`src/rtl/spmv_pkg.sv`:
```
// Shared definitions for the SpMV CSR loader: FSM states, geometry and the SRAM write payload.
// The optional checksum is enabled with SPMV_LOADER_CHECKSUM_EN (see spmv_csr_loader).
package spmv_pkg;

  localparam int unsigned WORD_W          = 256;
  localparam int unsigned ELEM_W          = 16;
  localparam int unsigned LANES           = 16;
  localparam int unsigned LANE_W          = 4;
  localparam int unsigned ADDR_W          = 5;
  localparam int unsigned DEF_MAX_WORDS_A = 32;
  localparam int unsigned DEF_MAX_WORDS_B = 16;
  localparam int unsigned RESULT_ADDR_B   = 16;

  typedef enum logic [1:0] {
    ST_IDLE  = 2'd0,
    ST_LOAD  = 2'd1,
    ST_FLUSH = 2'd2,
    ST_DONE  = 2'd3
  } state_e;

  // One SRAM write beat as seen on the memory port
  typedef struct packed {
    logic              en;
    logic [ADDR_W-1:0] addr;
    logic [WORD_W-1:0] data;
  } sram_wr_t;

  // Smaller of two word limits; used to keep the reserved result slot unreachable
  function automatic int unsigned min_words(input int unsigned a, input int unsigned b);
    return (a < b) ? a : b;
  endfunction

endpackage

```
`src/rtl/spmv_word_packer.sv`:
```
// Packs 16-bit elements into 256-bit words and emits one registered SRAM write per full
// (or flushed partial) word, stopping at MAX_WORDS and reporting elements dropped when full.
module spmv_word_packer
  import spmv_pkg::*;
#(
  parameter int unsigned MAX_WORDS = 16
) (
  input  logic              i_clk,
  input  logic              i_rstn,
  input  logic              i_clear,
  input  logic              i_accept,
  input  logic [ELEM_W-1:0] i_data,
  input  logic              i_flush,
  output logic              o_drop_c,
  output sram_wr_t          o_wr
);

  localparam int unsigned CNT_W  = $clog2(MAX_WORDS + 1);
  localparam int unsigned BASE_W = $clog2(WORD_W);

  logic [LANE_W-1:0] r_lane;
  logic [WORD_W-1:0] r_buf;
  logic [CNT_W-1:0]  r_word_cnt;
  sram_wr_t          r_wr;

  logic              w_full;
  logic              w_store;
  logic              w_complete;
  logic              w_flush_wr;
  logic [BASE_W-1:0] w_base;
  logic [WORD_W-1:0] w_packed;

  assign w_full     = (r_word_cnt == CNT_W'(MAX_WORDS));
  assign w_store    = i_accept & ~w_full;
  assign o_drop_c   = i_accept & w_full;
  assign w_complete = w_store & (r_lane == LANE_W'(LANES - 1));
  assign w_flush_wr = i_flush & (r_lane != '0);
  assign w_base     = BASE_W'(r_lane) * BASE_W'(ELEM_W);

  // Buffer with the incoming element merged in, so a completing beat is written directly
  always_comb begin
    w_packed = r_buf;
    if (w_store) begin
      w_packed[w_base +: ELEM_W] = i_data;
    end
  end

  always_ff @(posedge i_clk or negedge i_rstn) begin
    if (!i_rstn) begin
      r_lane     <= '0;
      r_buf      <= '0;
      r_word_cnt <= '0;
      r_wr       <= '0;
    end else begin
      r_wr.en <= 1'b0;
      if (i_clear) begin
        r_lane     <= '0;
        r_buf      <= '0;
        r_word_cnt <= '0;
      end else if (w_complete || w_flush_wr) begin
        // Address/data registers hold between strobes; only en is a pulse
        r_wr.en    <= 1'b1;
        r_wr.addr  <= ADDR_W'(r_word_cnt);
        r_wr.data  <= w_packed;
        r_word_cnt <= r_word_cnt + CNT_W'(1);
        r_lane     <= '0;
        r_buf      <= '0;
      end else if (w_store) begin
        r_buf  <= w_packed;
        r_lane <= r_lane + LANE_W'(1);
      end
    end
  end

  assign o_wr = r_wr;

endmodule

```
`src/rtl/spmv_csr_loader.sv`:
```
// Host-stream loader filling SRAM A / SRAM B with packed 256-bit words before SpMV runs.
// Optional running checksum of accepted elements: define SPMV_LOADER_CHECKSUM_EN.
module spmv_csr_loader
  import spmv_pkg::*;
#(
  parameter int unsigned MAX_WORDS_A = DEF_MAX_WORDS_A,
  parameter int unsigned MAX_WORDS_B = DEF_MAX_WORDS_B
) (
  input  logic              i_clk,
  input  logic              i_rstn,
  input  logic              i_start,
  input  logic              i_valid,
  input  logic [ELEM_W-1:0] i_data,
  input  logic              i_sel,
  input  logic              i_last,
  output logic              o_ready,
  output logic              o_wr_en_A,
  output logic [ADDR_W-1:0] o_address_A,
  output logic [WORD_W-1:0] o_write_data_A,
  output logic              o_wr_en_B,
  output logic [ADDR_W-1:0] o_address_B,
  output logic [WORD_W-1:0] o_write_data_B,
  output logic              o_overflow,
  output logic [ELEM_W-1:0] o_checksum,
  output logic [1:0]        o_state,
  output logic              o_done
);

  // Capping B below the result slot keeps RESULT_ADDR_B unwritable for any parameter choice
  localparam int unsigned LIMIT_B = min_words(MAX_WORDS_B, RESULT_ADDR_B);

  state_e   r_state;
  logic     r_ready;
  logic     r_done;
  logic     r_overflow;

  logic     w_accept;
  logic     w_clear;
  logic     w_flush;
  logic     w_drop_a;
  logic     w_drop_b;
  sram_wr_t w_wr_a;
  sram_wr_t w_wr_b;

  assign w_accept = i_valid & r_ready;
  assign w_clear  = (r_state == ST_IDLE) & i_start;
  assign w_flush  = (r_state == ST_FLUSH);

  spmv_word_packer #(
    .MAX_WORDS (MAX_WORDS_A)
  ) u_packer_a (
    .i_clk    (i_clk),
    .i_rstn   (i_rstn),
    .i_clear  (w_clear),
    .i_accept (w_accept & ~i_sel),
    .i_data   (i_data),
    .i_flush  (w_flush),
    .o_drop_c (w_drop_a),
    .o_wr     (w_wr_a)
  );

  spmv_word_packer #(
    .MAX_WORDS (LIMIT_B)
  ) u_packer_b (
    .i_clk    (i_clk),
    .i_rstn   (i_rstn),
    .i_clear  (w_clear),
    .i_accept (w_accept & i_sel),
    .i_data   (i_data),
    .i_flush  (w_flush),
    .o_drop_c (w_drop_b),
    .o_wr     (w_wr_b)
  );

  // Session FSM; ready/done/overflow are registered alongside the state
  always_ff @(posedge i_clk or negedge i_rstn) begin
    if (!i_rstn) begin
      r_state    <= ST_IDLE;
      r_ready    <= 1'b0;
      r_done     <= 1'b0;
      r_overflow <= 1'b0;
    end else begin
      case (r_state)
        ST_IDLE: begin
          if (i_start) begin
            r_state    <= ST_LOAD;
            r_ready    <= 1'b1;
            r_overflow <= 1'b0;
          end
        end
        ST_LOAD: begin
          if (w_drop_a || w_drop_b) begin
            r_overflow <= 1'b1;
          end
          if (w_accept && i_last) begin
            r_state <= ST_FLUSH;
            r_ready <= 1'b0;
          end
        end
        ST_FLUSH: begin
          r_state <= ST_DONE;
          r_done  <= 1'b1;
        end
        ST_DONE: begin
          r_state <= ST_IDLE;
          r_done  <= 1'b0;
        end
        default: begin
          r_state <= ST_IDLE;
          r_ready <= 1'b0;
          r_done  <= 1'b0;
        end
      endcase
    end
  end

`ifdef SPMV_LOADER_CHECKSUM_EN
  logic [ELEM_W-1:0] r_checksum;
  logic              w_keep;

  // Dropped elements never reach SRAM, so they are excluded from the sum
  assign w_keep = w_accept & ~(i_sel ? w_drop_b : w_drop_a);

  always_ff @(posedge i_clk or negedge i_rstn) begin
    if (!i_rstn) begin
      r_checksum <= '0;
    end else if (w_clear) begin
      r_checksum <= '0;
    end else if (w_keep) begin
      r_checksum <= r_checksum + i_data;
    end
  end

  assign o_checksum = r_checksum;
`else
  assign o_checksum = '0;
`endif

  assign o_ready        = r_ready;
  assign o_done         = r_done;
  assign o_overflow     = r_overflow;
  assign o_state        = r_state;
  assign o_wr_en_A      = w_wr_a.en;
  assign o_address_A    = w_wr_a.addr;
  assign o_write_data_A = w_wr_a.data;
  assign o_wr_en_B      = w_wr_b.en;
  assign o_address_B    = w_wr_b.addr;
  assign o_write_data_B = w_wr_b.data;

endmodule

```
`config.mk`:
```
export PLATFORM = sky130hd
export DESIGN_NAME = spmv_csr_loader
export DESIGN_NICKNAME = d
export VERILOG_FILES = /design/src/rtl/spmv_pkg.sv /design/src/rtl/spmv_word_packer.sv /design/src/rtl/spmv_csr_loader.sv
export SDC_FILE = /design/constraint.sdc
export NUM_CORES = 2
export LEC_CHECK = 0
export BUFFER_PORTS_ARGS = -buffer_cell sky130_fd_sc_hd__buf_2
export CAP_MARGIN = 20
export CORE_MARGIN = 3
export CORE_UTILIZATION = 35
export CTS_BUF_LIST = sky130_fd_sc_hd__clkbuf_4 sky130_fd_sc_hd__clkbuf_8
export DETAILED_ROUTE_END_ITERATION = 16
export PLACE_DENSITY = 0.5
export SLEW_MARGIN = 10
export SYNTH_ARGS = -nofsm -noshare
export SYNTH_HDL_FRONTEND = slang
export SYNTH_HIERARCHICAL = 1
export SYNTH_SLANG_ARGS = --single-unit
export TNS_END_PERCENT = 50
```
`constraint.sdc`:
```
create_clock -name i_clk -period 4.8 [get_ports i_clk]
set_clock_uncertainty 0.05 [all_clocks]
set_input_delay 0.48 -clock i_clk [delete_from_list [all_inputs] [get_ports i_clk]]
set_output_delay 0.48 -clock i_clk [all_outputs]
set_load 0.02 [all_outputs]
```
==> flow_summary_export.csv <==
group,metric,value,unit
clocking,clockBufferDepth,3,
setup_path,reg2reg_setup_slack,1.01,ns
place,place.gp.congestion,0.8228,
global_routing,antenna_found_initial,7,
setup_path,max_stage_delay,0.78,ns
global_routing,gr-usage-all-layers,23.06,%
global_routing,grt_pass1_vias,33760,
final_layout,mostFrequentLayoutCells,"dfrtp_1 (1060), buf_2 (549), nor2_1 (507), mux2i_1 (422), nand2_1 (355)",
floorplanning,core_area,127800,um^2
synth,synthArstFlopShare,100.0,%
setup_path,slowest_stage,"dfrtp_1",
hold_path,hold_class,"input port to register",
floorplanning,row_count,131,
clocking,clock_latency,0.96,ns
timing,hold_ws,0.1085,ns
synth,syn_inst,4041,
timing,min_period_over_period,78.92,%
place,port_buffers,550,
final_layout,utilization,41.87,%
final_layout,final_common_cell,"dfrtp_1",
detailed_routing,wl,155.4,mm
global_routing,grt_max_degree,187,
global_routing,grt_overflow,0,
floorplanning,start_util,35.37,%
detailed_routing,viasPerCell,5.283,
power_and_ir_drop,peakVddDrop,265.6,uV
detailed_routing,drc_errors,0,
timing,maxSlewHeadroom,24.33,%
setup_path,crit_path_start_kind,"register",
timing,finalSetupTns,0,ns
clocking,clock_sinks,1060,
timing,hold_viol_final,0,
timing,period_needed,3.788,ns
synth,ys_types,79,
synth,synthFlopType,"dfrtp_1",
synth,ys_ff_latch,1060,
clocking,cts_buffers,186,
detailed_routing,postRouteAntennaNets,0,
run,maxCapViolCount,0,
setup_path,cp-startpoint,"u_packer_b/r_lane[0]",
floorplanning,ios,567,
setup_path,crit_required,5.61,ns
setup_path,worstReg2RegEnd,"u_packer_b/r_buf[207]",
synth,syn-mean-instance-area,11.19,um^2
timing,fmax,0.2640,GHz
final_layout,drive_gt1_share,23.25,%
power_and_ir_drop,p_leak,0.02733,uW
power_and_ir_drop,powerDensity,344.2,nW/um^2
setup_path,cp_cell_sequence,"inv_1 -> ha_1 -> nor4b_4 -> nand3_2 -> nor2_2 -> a22o_1",
setup_path,crit_path_end_kind,"register",
setup_path,ff2ff_path_depth,6,
place,dp_hpwl,102.8,mm
clocking,cts.htree.levels,4,
timing,setup_viol,0,
run_status,outcome,"complete, no violations",
setup_path,arrival,4.60,ns
clocking,path_clk_slew,0.06,ns
clocking,cts_setup_buffers,0,
setup_path,critPathKind,"register to register",
setup_path,cp-endpoint,"u_packer_b/r_buf[207]",
clocking,clock-root-buffer,"clkbuf_8",
detailed_routing,first_iter_violations,2488,
final_layout,areaGrowthSynthToFinish,18.36,%
detailed_routing,post_drt_wl_per_cell,24.45,um
synth,ys_warn_count,6,
synth,synth_area,45220,um^2
timing,worst_pin_slew,1.131,ns
global_routing,grt_pass1_wl,230.5,mm
synth,synth_enable_flop_cells,0,
floorplanning,die_width,365.4,um
floorplanning,dieArea,133600,um^2
timing,slew_violations,0,
timing,rsz0062_at_grt,"false",
synth,ys_seq_area_share,58.66,%
floorplanning,die_h,365.4,um
detailed_routing,dr.pass1.iters,5,
power_and_ir_drop,p_total,18420,uW
setup_path,path_max_fanout,17,
detailed_routing,vias,33570,
setup_path,regToRegStartpoint,"u_packer_b/r_lane[0]",
clocking,cts_tree,"done",
final_layout,num-nets-final,4593,
[worst min path at each step]
stage	slack [ns]	startpoint	endpoint	cells after the start
6_report	0.11	i_data[6]	u_packer_b/r_buf[38]	3
5_1_grt	0.07	i_data[6]	u_packer_b/r_buf[70]	3
4_1_cts	0.001	i_data[6]	u_packer_b/r_buf[38]	3
3_5_place_dp	0.41	u_packer_b/o_wr[260]	u_packer_b/o_wr[260]	2
3_3_place_gp	0.41	u_packer_b/o_wr[7]	u_packer_b/o_wr[7]	2
2_1_floorplan	0.13	i_rstn	o_done	0
[flip-flops by register name, indices dropped and copies added, names as in the netlist]
name and cells:
o_ready 1, o_done 1, u_packer_a/o_wr 262, u_packer_b/o_wr 262, u_packer_b/r_lane 4, o_overflow 1, o_state 2, u_packer_a/r_lane 4
u_packer_a/r_word_cnt 6, u_packer_b/r_word_cnt 5, u_packer_b/r_buf 256, u_packer_a/r_buf 256
[timing repair]
item	4_1_cts	5_1_grt
hold buffers	9	0
endpoints found under the hold margin	78	0
resized for setup	0	0
[cell type report]
type,instances,area [um^2]
clock inverters,28,341.6
diodes,4,10.01
inverters,19,73.82
multi-input cells,2613,16870
fillers,12490,74320
flip-flops and latches,1060,26530
clock buffers,295,3710
well taps,1662,2079
repair buffers,674,3910
[per-stage QoR]
stage / setup slack (ns) / instance area, um^2 / cells
finish: 1.012 / 53530 / 6355
global route: 0.7654 / 53520 / 6352
CTS: 1.035 / 53490 / 6349
detailed placement: 1.082 / 49340 / 6017
global placement: 1.104 / 49330 / 6016
floorplan: 2.172 / 45280 / 4056
[synth_stat cells, types with 48 or more instances]
cell / count / area share, %
a21oi_1: 343 / 3.8
a22o_1: 320 / 6.2
a31oi_1: 54 / 0.75
and3_1: 52 / 0.72
buf_2: 171 / 1.9
buf_4: 48 / 0.80
clkbuf_1: 120 / 1.0
dfrtp_1: 1060 / 59
mux2i_1: 422 / 9.3
nand2_1: 355 / 2.9
nor2_1: 507 / 4.2
o21ai_0: 115 / 1.3
o21ai_1: 79 / 0.87
o2bb2ai_1: 54 / 1.0
[layer usage]
| metal | part of all wire, % | global-route usage, % | up-vias |
|---|---|---|---|
| li1 | - | - | 15260 |
| met1 | 45 | 31.99 | 17020 |
| met2 | 45 | 35.54 | 1099 |
| met3 | 7.2 | 5.841 | 194 |
| met4 | 2.4 | 6.958 | 0 |
| met5 | 0 | 0 | - |
[logic make-up (layout without fill, tap and decap cells)]
family | Yosys count | in the layout | share of synthesized area [%]
simple gates | 1076 | 1076 | 10.74
other cells | 1 | 20 | 0.008293
fa+ha+maj | 17 | 17 | 0.4704
compound gates | 1055 | 1055 | 15.85
mux | 428 | 428 | 9.490
flops | 1060 | 1060 | 58.66
xor+xnor | 21 | 21 | 0.4399
buf+inv | 383 | 1016 | 4.349
[critical path: cells and delay by family, from the launching register on]
kind                       cells  cell delay (ns)
DFF                            1             0.78
adders and majority gates      1             0.52
AOI/OAI and AO/OA              1             0.22
and+or+nand+nor                3             1.98
buffers and inverters          1             0.13
[report_power, final]
group          internal, uW  switching (uW)
registers              8940               0
clock network          5050            4010
logic                  49.3             371
Note: power is estimated with default switching activity, not from simulation.
